**src/rtl/sgd_tree_pkg.sv**
```systemverilog
// rtl/sgd_tree_pkg.sv - shared data type, width constant and tag-width helper for the adder-tree scheduler
package sgd_tree_pkg;

  localparam int DATA_WIDTH = 32;

  typedef logic signed [DATA_WIDTH-1:0] sgd_data_t;

  function automatic int tag_width(input int num_req);
    return (num_req > 1) ? $clog2(num_req) : 1;
  endfunction

endpackage

```
**src/rtl/sgd_tag_fifo.sv**
```systemverilog
// rtl/sgd_tag_fifo.sv - synchronous FIFO holding requester tags of in-flight tree operations
module sgd_tag_fifo #(
  parameter  int TAG_W = 2,
  parameter  int DEPTH = 8,
  localparam int PTR_W = $clog2(DEPTH),
  localparam int CNT_W = PTR_W + 1
) (
  input  logic             clk,
  input  logic             rst_n,
  input  logic             push,
  input  logic [TAG_W-1:0] push_tag,
  input  logic             pop,
  output logic [TAG_W-1:0] pop_tag,
  output logic [CNT_W-1:0] count,
  output logic             full,
  output logic             empty,
  output logic             underflow
);

  logic [TAG_W-1:0] mem [DEPTH];
  logic [PTR_W-1:0] wr_ptr;
  logic [PTR_W-1:0] rd_ptr;
  logic             do_push;
  logic             do_pop;

  assign full      = (count == CNT_W'(DEPTH));
  assign empty     = (count == '0);
  assign do_push   = push & ~full;
  assign do_pop    = pop & ~empty;
  assign underflow = pop & empty;
  assign pop_tag   = mem[rd_ptr];

  always_ff @(posedge clk) begin
    if (do_push) begin
      mem[wr_ptr] <= push_tag;
    end
  end

  // Pointers wrap naturally because DEPTH is a power of two.
  always_ff @(posedge clk or negedge rst_n) begin
    if (!rst_n) begin
      wr_ptr <= '0;
      rd_ptr <= '0;
      count  <= '0;
    end else begin
      if (do_push) wr_ptr <= wr_ptr + PTR_W'(1);
      if (do_pop)  rd_ptr <= rd_ptr + PTR_W'(1);
      case ({do_push, do_pop})
        2'b10:   count <= count + CNT_W'(1);
        2'b01:   count <= count - CNT_W'(1);
        default: count <= count;
      endcase
    end
  end

endmodule

```
**src/rtl/sgd_adder_tree_sched.sv**
```systemverilog
// rtl/sgd_adder_tree_sched.sv - round-robin sharing of one adder tree among NUM_REQ engines (option: SGD_TREE_SCHED_STATS_EN)
module sgd_adder_tree_sched
  import sgd_tree_pkg::*;
#(
  parameter int NUM_REQ        = 4,
  parameter int NUM_INPUTS     = 9,
  parameter int DATA_WIDTH     = sgd_tree_pkg::DATA_WIDTH,
  parameter int TAG_FIFO_DEPTH = 8
) (
  input  logic                                                clk,
  input  logic                                                rst_n,
  input  logic                                                sched_en,
  input  logic signed [NUM_REQ-1:0][NUM_INPUTS-1:0][DATA_WIDTH-1:0] req_data,
  input  logic        [NUM_REQ-1:0]                           req_valid,
  output logic        [NUM_REQ-1:0]                           req_ready,
  output logic signed [NUM_INPUTS-1:0][DATA_WIDTH-1:0]        tree_v_input,
  output logic                                                tree_v_input_valid,
  input  logic signed [DATA_WIDTH-1:0]                        tree_v_output,
  input  logic                                                tree_v_output_valid,
  output logic signed [DATA_WIDTH-1:0]                        resp_data,
  output logic        [NUM_REQ-1:0]                           resp_valid,
  output logic                                                idle,
  output logic                                                err_orphan,
  output logic        [NUM_REQ-1:0][31:0]                     stat_grant_cnt
);

  localparam int TAG_W = tag_width(NUM_REQ);
  localparam int CNT_W = $clog2(TAG_FIFO_DEPTH) + 1;

  logic [TAG_W-1:0] rr_ptr;
  logic [TAG_W-1:0] win_idx;
  logic             win_found;
  logic [TAG_W-1:0] pop_tag;
  logic [CNT_W-1:0] fifo_count;
  logic             fifo_full;
  logic             fifo_empty;
  logic             fifo_underflow;

  // A full FIFO blocks issue even when a pop lands in the same cycle.
  always_comb begin
    win_found = 1'b0;
    win_idx   = '0;
    if (sched_en && !fifo_full) begin
      for (int k = 0; k < NUM_REQ; k++) begin
        if (!win_found && req_valid[(int'(rr_ptr) + k) % NUM_REQ]) begin
          win_found = 1'b1;
          win_idx   = TAG_W'((int'(rr_ptr) + k) % NUM_REQ);
        end
      end
    end
  end

  assign req_ready = win_found ? (NUM_REQ'(1) << win_idx) : '0;
  assign idle      = fifo_empty & ~tree_v_input_valid;

  sgd_tag_fifo #(
    .TAG_W (TAG_W),
    .DEPTH (TAG_FIFO_DEPTH)
  ) u_tag_fifo (
    .clk       (clk),
    .rst_n     (rst_n),
    .push      (win_found),
    .push_tag  (win_idx),
    .pop       (tree_v_output_valid),
    .pop_tag   (pop_tag),
    .count     (fifo_count),
    .full      (fifo_full),
    .empty     (fifo_empty),
    .underflow (fifo_underflow)
  );

  always_ff @(posedge clk or negedge rst_n) begin
    if (!rst_n) begin
      rr_ptr             <= '0;
      tree_v_input       <= '0;
      tree_v_input_valid <= 1'b0;
      resp_data          <= '0;
      resp_valid         <= '0;
      err_orphan         <= 1'b0;
    end else begin
      tree_v_input_valid <= win_found;
      if (win_found) begin
        tree_v_input <= req_data[win_idx];
        rr_ptr       <= (win_idx == TAG_W'(NUM_REQ - 1)) ? '0 : win_idx + TAG_W'(1);
      end
      resp_valid <= '0;
      if (tree_v_output_valid) begin
        // A result with no owner is flagged and dropped.
        if (fifo_underflow) begin
          err_orphan <= 1'b1;
        end else begin
          resp_data  <= tree_v_output;
          resp_valid <= NUM_REQ'(1) << pop_tag;
        end
      end
    end
  end

`ifdef SGD_TREE_SCHED_STATS_EN
  logic [NUM_REQ-1:0][31:0] grant_cnt;

  always_ff @(posedge clk or negedge rst_n) begin
    if (!rst_n) begin
      grant_cnt <= '0;
    end else begin
      for (int i = 0; i < NUM_REQ; i++) begin
        if (req_ready[i]) grant_cnt[i] <= grant_cnt[i] + 32'd1;
      end
    end
  end

  assign stat_grant_cnt = grant_cnt;
`else
  assign stat_grant_cnt = '0;
`endif

endmodule

```
**config.mk**
```make
export PLATFORM = sky130hd
export DESIGN_NAME = sgd_adder_tree_sched
export DESIGN_NICKNAME = d
export VERILOG_FILES = /design/src/rtl/sgd_tree_pkg.sv /design/src/rtl/sgd_tag_fifo.sv /design/src/rtl/sgd_adder_tree_sched.sv
export SDC_FILE = /design/constraint.sdc
export NUM_CORES = 1
export LEC_CHECK = 0
export BUFFER_PORTS_ARGS = -buffer_cell sky130_fd_sc_hd__buf_2
export CAP_MARGIN = 20
export CORE_AREA = 3 3 644 646
export CTS_BUF_LIST = sky130_fd_sc_hd__clkbuf_2
export DETAILED_ROUTE_END_ITERATION = 6
export DIE_AREA = 0 0 647 649
export PLACE_DENSITY_LB_ADDON = 0.15
export REMOVE_ABC_BUFFERS = 1
export SETUP_SLACK_MARGIN = 0.1
export SLEW_MARGIN = 20
export SYNTH_ARGS = -nofsm -noshare
export SYNTH_HDL_FRONTEND = slang
export SYNTH_HIERARCHICAL = 1
export SYNTH_SLANG_ARGS = --single-unit
```
**constraint.sdc**
```tcl
create_clock -name clk -period 3.8 [get_ports clk]
set_input_delay 0.19 -clock clk [delete_from_list [all_inputs] [get_ports clk]]
set_output_delay 0.19 -clock clk [all_outputs]
set_load 0.01 [all_outputs]
```
==> impl_metrics.ini, run 1 <==
[status]
status = aborted with a tool error
lastStage = 4_1_cts
error = [ERROR RSZ-0060] Max buffer count reached.

[die]
die_h_um = 649
initial_core_util = 0.0530
io_pins = 1651
die_w_um = 647
rows = 235

[synth]
ys_top_cells_by_count = dfrtp_1 (338), nor2_1 (301), o21ai_0 (289)
yosys.area.top_type_share = 0.389
async_flop_share = 0.955
yosysWarningCount = 6
synth_edf_count = 16
synth_area_leaders = dfrtp_1 (39%), mux2i_1 (13%), a221oi_1 (12%)
synth_top_area_cell = dfrtp_1
yosysMostFrequentCell = dfrtp_1
syn_area_um2 = 21700
syn-instance-count = 2281
ys.flop_type = dfrtp_1
yosys_register_bits = 354
seq_area_frac_synth = 0.411
yosysUniqueCellTypes = 44
syn_avg_cell_area_um2 = 9.52

[clocking]
cts_buffers = 144
cts_root_buf = clkbuf_2
post_cts_resized = 42
ctsHtreeMaxLevel = 4
cts_setup_buffers = 27
cts_buffer_depth = 4
cts_sinks = 354
hold_buffers = 1884

[place]
io_buffer_count = 1522
place_ws_ns = 0.430
gp_congestion = 0.823
dp_hpwl_um = 236000
[per-stage QoR]
step           utilization  instance area (µm²)  instances
2_1_floorplan            -                20200       2051
3_3_place_gp        0.0873                35800       9123
3_5_place_dp        0.0873                35800       9123
[cell families after synthesis]
| kind of cell | count (synthesis) | share of synthesized area |
|---|---|---|
| buf+inv | 362 | 0.0910 |
| simple gates | 342 | 0.0632 |
| compound gates | 880 | 0.271 |
| mux | 328 | 0.156 |
| flops | 354 | 0.411 |
| other cells | 1 | 0.000173 |
| fa+ha+maj | 6 | 0.00346 |
| xor+xnor | 8 | 0.00323 |
==> inputs of run 2 (changes only) <==
--- a/config.mk
+++ b/config.mk
@@ -7,13 +7,11 @@
 export LEC_CHECK = 0
 export BUFFER_PORTS_ARGS = -buffer_cell sky130_fd_sc_hd__buf_2
 export CAP_MARGIN = 20
-export CORE_AREA = 3 3 644 646
-export CTS_BUF_LIST = sky130_fd_sc_hd__clkbuf_2
+export CORE_AREA = 3 3 641 643
 export DETAILED_ROUTE_END_ITERATION = 6
-export DIE_AREA = 0 0 647 649
+export DIE_AREA = 0 0 644 646
 export PLACE_DENSITY_LB_ADDON = 0.15
 export REMOVE_ABC_BUFFERS = 1
-export SETUP_SLACK_MARGIN = 0.1
 export SLEW_MARGIN = 20
 export SYNTH_ARGS = -nofsm -noshare
 export SYNTH_HDL_FRONTEND = slang
==> impl_metrics.ini, run 2 <==
[synth]
ys_top_cells_by_count = dfrtp_1 (338), nor2_1 (301), o21ai_0 (289)
synth_area_leaders = dfrtp_1 (39%), mux2i_1 (13%), a221oi_1 (12%)
synth_top_area_cell = dfrtp_1
ys.flop_type = dfrtp_1
yosysWarningCount = 6
async_flop_share = 0.955
yosysMostFrequentCell = dfrtp_1
syn_avg_cell_area_um2 = 9.52
syn_area_um2 = 21700
seq_area_frac_synth = 0.411
syn-instance-count = 2281
yosys.area.top_type_share = 0.389
yosys_register_bits = 354
synth_edf_count = 16
yosysUniqueCellTypes = 44

[worst_setup_path]
critPathMaxFanout = 38
cp-start-kind = register
critical_path_class = reg2reg
endpoint_kind = register
crit_required_ns = 4.43
cp.arrival_ns = 4.24
ff2ff_setup_slack_ns = 0.19

[sta]
fin_crit_sh = 0.950
finalHoldViolCount = 0
clock_skew_ns = 0.0388
fmax_mhz = 277
slew_headroom = 0.161
setup_tns_ns = 0
rsz0062_at_grt = true
final-max-slew-violation-count = 0
fin_crit_ns = 3.61
setup_viol = 0
hold_ws_ns = 0.0914
worst_pin_slew_ns = 1.26

[route]
ant_nets = 0
drt-initial-drc-count = 1918
vias = 30600
finalWirelength_um = 273000
wl_per_cell_um = 26.6
vias_per_cell = 2.97
drc_errors = 0
first_pass_iters = 5

[die]
die_w_um = 644
die_h_um = 646
dieArea_um2 = 416000
io_pins = 1651
initial_core_util = 0.0535
core_um2 = 406000
rows = 234

[finish]
reg_top3 = tree_v_input (288), resp_data (32), u_tag_fifo/mem (16)
final_common_cell = buf_2
area_growth_pct = 123
drive_above_1_share = 0.367
final_nets = 5961
final_cell_mix = buf_2 (1521), dlygate4sd3_1 (1033), dfrtp_1 (338)
regMostFlops = tree_v_input
final_area_um2 = 48300
fillers = 47100
largest_register_ffs = 288

[run]
cap_viol_max_count = 0

[grt]
antenna_found_initial = 131
overflow = 0
grt_pass1_vias = 31600
grt_pass1_wl_um = 339000
grt_start_max_net_pins = 203
grt_usage = 0.125

[clocking]
cts_buffers = 57
clk_latency_ns = 0.72
cts_tree = yes
cts_root_buf = clkbuf_16
clk_pin_slew_worst_paths_ns = 0.06
cts_buffer_depth = 3
cts_sinks = 354
ctsHtreeMaxLevel = 2

[power]
peakVddDrop_uv = 333
leakagePower_nw = 20.0
power_density_nw_per_um2 = 656
report.power.total_mw = 31.7

[worst_hold_path]
holdCritPathClass = in2reg

[place]
dp_hpwl_um = 237000
io_buffer_count = 1522
placed_area_um2 = 35800
gp_congestion = 0.833

[status]
status = completed
[run 2: cell counts after synthesis]
No cell type changed its count.
[run 2: final timing paths]
kind	from	end	depth (start not counted)
max	rr_ptr[1]	tree_v_input[215]	9
min	req_data[392]	tree_v_input[104]	4
max reg2reg	rr_ptr[1]	tree_v_input[215]	9
min in group asynchronous	rst_n	tree_v_input[213]	2
max in group asynchronous	rst_n	tree_v_input[46]	3
min reg2reg	err_orphan	err_orphan	1
[run 2: where the power goes]
group | switching [mW] | internal, mW | total, mW
registers | 1.50 | 5.46 | 6.96
logic | 11.4 | 7.31 | 18.7
clock network | 2.41 | 3.60 | 6.01
total | 15.3 | 16.4 | 31.7
[run 2: what timing repair did]
| item | 4_1_cts | 5_1_grt |
|---|---|---|
| resized for setup | 0 | 8 |
| hold buffers | 1033 | 0 |
| hold endpoints to repair | 390 | 0 |
| setup buffers | 0 | 1 |
| pin swaps | 0 | 2 |
| endpoints found under the setup margin | 3 | 49 |
| cloned | 0 | 2 |
[run 2: cells by family after synthesis]
family,synth area share
other,0.000173
flip-flops,0.411
AO/OA/AOI/OAI,0.271
XOR/XNOR,0.00323
multiplexers,0.156
adder cells (fa/ha/maj),0.00346
buffers and inverters,0.0910
AND/OR/NAND/NOR,0.0632
[run 2: through the flow]
step,util,setup slack [ns],cells
global placement,0.0881,-0.0675,9097
finish,0.119,0.189,10300
CTS,0.119,0.0470,10200
global route,0.119,-0.0112,10300
detailed placement,0.0881,0.473,9098
floorplan,-,-46.15,2051
[run 2: area by class of cell]
cell class              count  area, µm²  area share
repair buffers           2652      19000       0.393
well taps                5428       6790       0.141
diodes                     53        133     0.00274
repair inverters            1       8.76    0.000181
clock inverters            29        454     0.00940
multi-input cells        1692      11400       0.235
inverters                   5       45.0    0.000932
clock buffers              75       1580      0.0328
flip-flops and latches    354       8940       0.185
[run 2: metal layers]
metal,vias up,track usage,share of wire,wire length [µm]
met4,68,0.0210,0.017,4730
met5,-,0,0.0016,448
met1,15200,0.134,0.37,99800
met2,1317,0.219,0.50,136000
met3,296,0.0641,0.12,32700
li1,13600,-,-,-
[run 2: critical path, cell delays in order (launching register included)]
cell and delay, ns:
dfrtp_1 0.43, inv_1 0.11, a21oi_1 0.18, o221a_4 0.69
buf_16 0.28, buf_4 0.24, a221oi_1 0.09, dlygate4sd3_1 0.62
o22ai_1 0.15, dlygate4sd3_1 0.57
Power figures use the tool's default switching activity.
==> inputs of run 3 (changes only) <==
--- a/config.mk
+++ b/config.mk
@@ -7,9 +7,11 @@
 export LEC_CHECK = 0
 export BUFFER_PORTS_ARGS = -buffer_cell sky130_fd_sc_hd__buf_2
 export CAP_MARGIN = 20
-export CORE_AREA = 3 3 641 643
+export CELL_PAD_IN_SITES_DETAIL_PLACEMENT = 0
+export CELL_PAD_IN_SITES_GLOBAL_PLACEMENT = 1
+export CORE_AREA = 3 3 642 644
 export DETAILED_ROUTE_END_ITERATION = 6
-export DIE_AREA = 0 0 644 646
+export DIE_AREA = 0 0 645 647
 export PLACE_DENSITY_LB_ADDON = 0.15
 export REMOVE_ABC_BUFFERS = 1
 export SLEW_MARGIN = 20
==> impl_metrics.ini, run 3 (synthesized netlist as in run 2, its figures left out) <==
[status]
status = completed

[clocking]
cts_sinks = 354
clk_pin_slew_worst_paths_ns = 0.06
clk_latency_ns = 0.72
cts_buffers = 58
cts_buffer_depth = 3
cts_tree = yes
ctsHtreeMaxLevel = 2
cts_root_buf = clkbuf_16

[worst_setup_path]
crit_required_ns = 4.39
crit_chain = nor3_2 -> and2_1 -> nor2b_2 -> o41ai_4 -> bufbuf_16 -> buf_12 -> a221oi_1 -> dlygate4sd3_1 -> o22ai_1 -> dlygate4sd3_1
max_stage_delay_ns = 0.62
path_depth = 10
critPathMaxFanout = 53
cp.arrival_ns = 4.25
endpoint_kind = register
critical_path_class = reg2reg
rr_worst_depth = 10
cp_top_family = buffers and inverters
cp-start-kind = register
crit_path_top_delay_cell = dlygate4sd3_1
critPathMostFrequentCell = dlygate4sd3_1
crit_buf_inv = 4

[die]
die_w_um = 645
rows = 234
io_pins = 1651
initial_core_util = 0.0535
die_h_um = 647
dieArea_um2 = 417000
core_um2 = 406000

[route]
wl_met3_um = 30500
top_layer = met5
drt-initial-drc-count = 1670
drc_errors = 0
wl_per_cell_um = 26.0
wl_met1_um = 96200
route.met2.wl_um = 135000
ant_nets = 0
finalWirelength_um = 266000
vias_per_cell = 2.91
vias = 29800
first_pass_iters = 5

[finish]
final_nets = 5949
fillers = 47300
final_common_cell = buf_2
regMostFlops = tree_v_input
reg_top3 = tree_v_input (288), resp_data (32), u_tag_fifo/mem (16)
drive_above_1_share = 0.372
area_growth_pct = 122
final_cell_mix = buf_2 (1521), dlygate4sd3_1 (1010), dfrtp_1 (333)
largest_register_ffs = 288

[sta]
fin_crit_ns = 3.66
fmax_mhz = 273
final-max-slew-violation-count = 0
fin_crit_sh = 0.962
clock_skew_ns = 0.0193
worst_pin_slew_ns = 0.876
finalHoldViolCount = 0
rsz0062_at_grt = false
slew_headroom = 0.416
setup_tns_ns = 0
setup_viol = 0

[place]
io_buffer_count = 1522
gp_congestion = 0.813
dp_hpwl_um = 226000

[worst_hold_path]
holdCritPathClass = in2async

[run]
cap_viol_max_count = 0

[grt]
grt_pass1_vias = 31100
grt_usage = 0.120
grt_pass1_wl_um = 328000
antenna_found_initial = 104
grt_start_max_net_pins = 163
overflow = 0

[power]
report.power.total_mw = 31.7
peakVddDrop_uv = 394
power_density_nw_per_um2 = 658
leakagePower_nw = 20.0
[run 3: per-layer routing]
layer,track usage,vias to the layer above
met5,0,-
met4,0.0186,34
met3,0.0585,207
met2,0.216,1215
met1,0.127,14700
li1,-,13600
[run 3: timing repair]
item                                    in CTS  in global routing
endpoints found under the setup margin       0                 62
endpoints found under the hold margin      416                  0
resized for setup                            0                 21
hold buffers                              1010                  0
buffers inserted                             0                  8
[run 3: path summary, 6_finish.rpt]
check	start	endpoint	slack [ns]
worst max-delay path	u_tag_fifo/count[1]	tree_v_input[273]	0.14
worst min-delay path	rst_n	tree_v_input[116]	0.05
worst max register to register	u_tag_fifo/count[1]	tree_v_input[273]	0.14
worst min register to register	err_orphan	err_orphan	0.46
max in group asynchronous	rst_n	tree_v_input[267]	2.66
min in group clk	sched_en	tree_v_input_valid	0.17
[run 3: area by class of cell]
| type | instances | area [µm²] | area share |
|---|---|---|---|
| timing repair buffer | 2639 | 19000 | 0.394 |
| multi-input combinational | 1693 | 11400 | 0.237 |
| antenna | 19 | 47.5 | 0.000986 |
| clock buffer | 77 | 1640 | 0.0341 |
| tap | 5428 | 6790 | 0.141 |
| clock inverter | 26 | 377 | 0.00781 |
| inverter | 5 | 26.3 | 0.000545 |
| sequential | 354 | 8940 | 0.185 |
[run 3: stage by stage]
stage	instance area, µm²	cells	setup WS [ns]	hold slack (ns)	utilization
CTS	47900	10200	0.0216	0.0133	0.118
floorplan	20200	2051	-46.15	-0.106	-
global route	48200	10200	0.0498	0.0378	0.119
global placement	35800	9096	0.333	0.243	0.0880
finish	48200	10200	0.144	0.0541	0.119
detailed placement	35800	9096	0.475	0.242	0.0880
[run 3: power by group]
group | switching (mW) | total [mW] | internal [mW]
Clock | 2.42 | 5.98 | 3.55
Sequential | 1.68 | 7.14 | 5.46
Combinational | 11.1 | 18.6 | 7.55
Total | 15.2 | 31.7 | 16.6
==> inputs of run 4 (changes only) <==
--- a/config.mk
+++ b/config.mk
@@ -5,13 +5,14 @@
 export SDC_FILE = /design/constraint.sdc
 export NUM_CORES = 1
 export LEC_CHECK = 0
+export ABC_AREA = 1
 export BUFFER_PORTS_ARGS = -buffer_cell sky130_fd_sc_hd__buf_2
 export CAP_MARGIN = 20
 export CELL_PAD_IN_SITES_DETAIL_PLACEMENT = 0
 export CELL_PAD_IN_SITES_GLOBAL_PLACEMENT = 1
-export CORE_AREA = 3 3 642 644
+export CORE_AREA = 3 3 636 638
 export DETAILED_ROUTE_END_ITERATION = 6
-export DIE_AREA = 0 0 645 647
+export DIE_AREA = 0 0 639 641
 export PLACE_DENSITY_LB_ADDON = 0.15
 export REMOVE_ABC_BUFFERS = 1
 export SLEW_MARGIN = 20
==> impl_metrics.ini, run 4 <==
[grt]
grt_usage = 0.120
antenna_found_initial = 117
grt_start_max_net_pins = 114
overflow = 0
grt_pass1_wl_um = 341000
grt_pass1_vias = 41100

[worst_setup_path]
critical_path_class = reg2reg
crit_buf_inv = 6
crit_path_top_delay_cell = dlygate4sd3_1
crit_chain = inv_2 -> nand2_1 -> nand3_1 -> nand2_2 -> nor2_4 -> nand3_1 -> nand2_4 -> inv_8 -> nand2_8 -> buf_4 -> buf_12 -> buf_4 -> nand2_1 -> nand3_1 -> dlygate4sd3_1 -> nand2_1 -> nand2_1 -> nand2_1
max_stage_delay_ns = 0.55
ff2ff_setup_slack_ns = 0.32
cp_top_family = buffers and inverters
crit_required_ns = 4.38
endpoint_kind = register
critPathMostFrequentCell = nand2_1
critPathMaxFanout = 54
cp-start-kind = register
cp.arrival_ns = 4.06

[sta]
worst_pin_slew_ns = 0.969
clock_skew_ns = 0.0394
finalHoldViolCount = 0
fin_crit_ns = 3.48
setup_viol = 0
final-max-slew-violation-count = 0
fmax_mhz = 288
slew_headroom = 0.352
fin_crit_sh = 0.915
hold_ws_ns = 0.0592

[finish]
final_cell_mix = nand2_1 (2368), buf_2 (1521), dlygate4sd3_1 (1123)
area_growth_pct = 95.9
final_nets = 8464
largest_register_ffs = 288
reg_top3 = tree_v_input (288), resp_data (32), u_tag_fifo/mem (16)
regMostFlops = tree_v_input
drive_above_1_share = 0.244
fillers = 47100
final_common_cell = nand2_1

[die]
die_w_um = 639
die_h_um = 641
io_pins = 1651
initial_core_util = 0.0701
core_um2 = 399000
dieArea_um2 = 410000
rows = 232

[synth]
yosys_register_bits = 354
ys_top_cells_by_count = nand2_1 (2371), nand3_1 (875), inv_1 (602), dfrtp_1 (338), buf_2 (213)
syn-instance-count = 4780
ys.flop_type = dfrtp_1
yosysMostFrequentCell = nand2_1
synth_edf_count = 16
async_flop_share = 0.955
synth_top_area_cell = nand2_1
syn_area_um2 = 28000
yosysWarningCount = 6
yosysUniqueCellTypes = 31
seq_area_frac_synth = 0.320
synth_area_leaders = nand2_1 (32%), dfrtp_1 (30%), nand3_1 (16%)
yosys.area.top_type_share = 0.318
syn_avg_cell_area_um2 = 5.85

[route]
vias_per_cell = 3.12
drc_errors = 0
wl_per_cell_um = 20.3
vias = 39400
drt-initial-drc-count = 1674
finalWirelength_um = 256000
first_pass_iters = 5
ant_nets = 0

[power]
p_switching_mw = 23.1
intPower_mw = 20.1
peakVddDrop_uv = 509
p_comb_frac = 0.709
clkPwrFrac = 0.135
power_density_nw_per_um2 = 787
report.power.total_mw = 43.1
swShare = 0.535
leakagePower_nw = 29.5
p_seq_frac = 0.157

[clocking]
clk_pin_slew_worst_paths_ns = 0.06
cts_sinks = 354
clk_latency_ns = 0.73
cts_buffers = 60
cts_buffer_depth = 3
cts_tree = yes
ctsHtreeMaxLevel = 2
cts_root_buf = clkbuf_16

[worst_hold_path]
holdCritPathClass = in2reg

[run]
cap_viol_max_count = 0

[place]
gp_congestion = 0.796
dp_hpwl_um = 206000
io_buffer_count = 1522

[status]
status = completed
-- run 4: worst min-delay path, cell delays in order --
cell and delay [ns]:
buf_2 0.08, nand3_1 0.07, nand2_1 0.09, nand2_1 0.06, nand2_1 0.06, nand2_1 0.12
nand2_1 0.09
-- run 4: layout make-up --
class                   count  area, µm²  share of cell area
clock buffers              89       1740              0.0318
well taps                5265       6590               0.120
multi-input cells        3489      14700               0.268
flip-flops and latches    354       8940               0.163
clock inverters            22        236             0.00432
inverters                 611       2310              0.0421
repair buffers           2750      20200               0.369
diodes                     43        108             0.00196
-- run 4: repair_timing --
item / 4_1_cts / 5_1_grt
cloned: 0 / 0
pin swaps: 1 / 0
endpoints found under the hold margin: 371 / 0
hold buffers: 1123 / 0
buffers inserted: 3 / 0
resized for setup: 1 / 3
endpoints found under the setup margin: 2 / 138
-- run 4: layer usage --
metal | track usage | vias up | routed length, µm
met4 | 0.0362 | 32 | 7780
met1 | 0.131 | 18700 | 98400
met5 | 0 | - | 192
li1 | - | 19300 | -
met2 | 0.216 | 1123 | 131000
met3 | 0.0392 | 285 | 19400
-- run 4: final timing paths --
path,depth (start not counted),from,to
min,7,req_data[943],tree_v_input[79]
max,18,rr_ptr[0],tree_v_input[259]
min in group asynchronous,2,rst_n,tree_v_input[122]
max in group asynchronous,3,rst_n,tree_v_input[235]
min reg2reg,1,err_orphan,err_orphan
max reg2reg,18,rr_ptr[0],tree_v_input[259]
-- run 4: cell families (layout without fill, tap and decap cells) --
group,Yosys count,after routing,share of synthesized area
XOR/XNOR,6,6,0.00188
buffers and inverters,1064,3472,0.175
adder cells (fa/ha/maj),6,6,0.00268
flip-flops,354,354,0.320
multiplexers,32,32,0.0129
AO/OA/AOI/OAI,20,20,0.00380
other,1,171,0.000134
AND/OR/NAND/NOR,3297,3297,0.484
-- run 4: metrics by stage --
stage / TNS (ns) / area, µm² / util / setup slack, ns / std cells
5_1_grt: -0.000661 / 54800 / 0.137 / -0.000661 / 12600
3_5_place_dp: 0 / 41400 / 0.104 / 0.518 / 11300
4_1_cts: 0 / 54700 / 0.137 / 0.0295 / 12600
6_report: 0 / 54800 / 0.137 / 0.325 / 12600
2_1_floorplan: -6539.37 / 25900 / - / -20.92 / 4454
3_3_place_gp: 0 / 41400 / 0.104 / 0.427 / 11300
-- run 4: power groups by stage --
stage          registers [mW]  logic, mW  clock network (mW)
2_1_floorplan            7.24       9.97                   0
3_3_place_gp             6.86       27.7                   0
3_5_place_dp             6.87       27.5                   0
4_1_cts                  6.83       32.2                6.24
5_1_grt                  7.02       34.4                6.32
6_report                 6.75       30.6                5.82
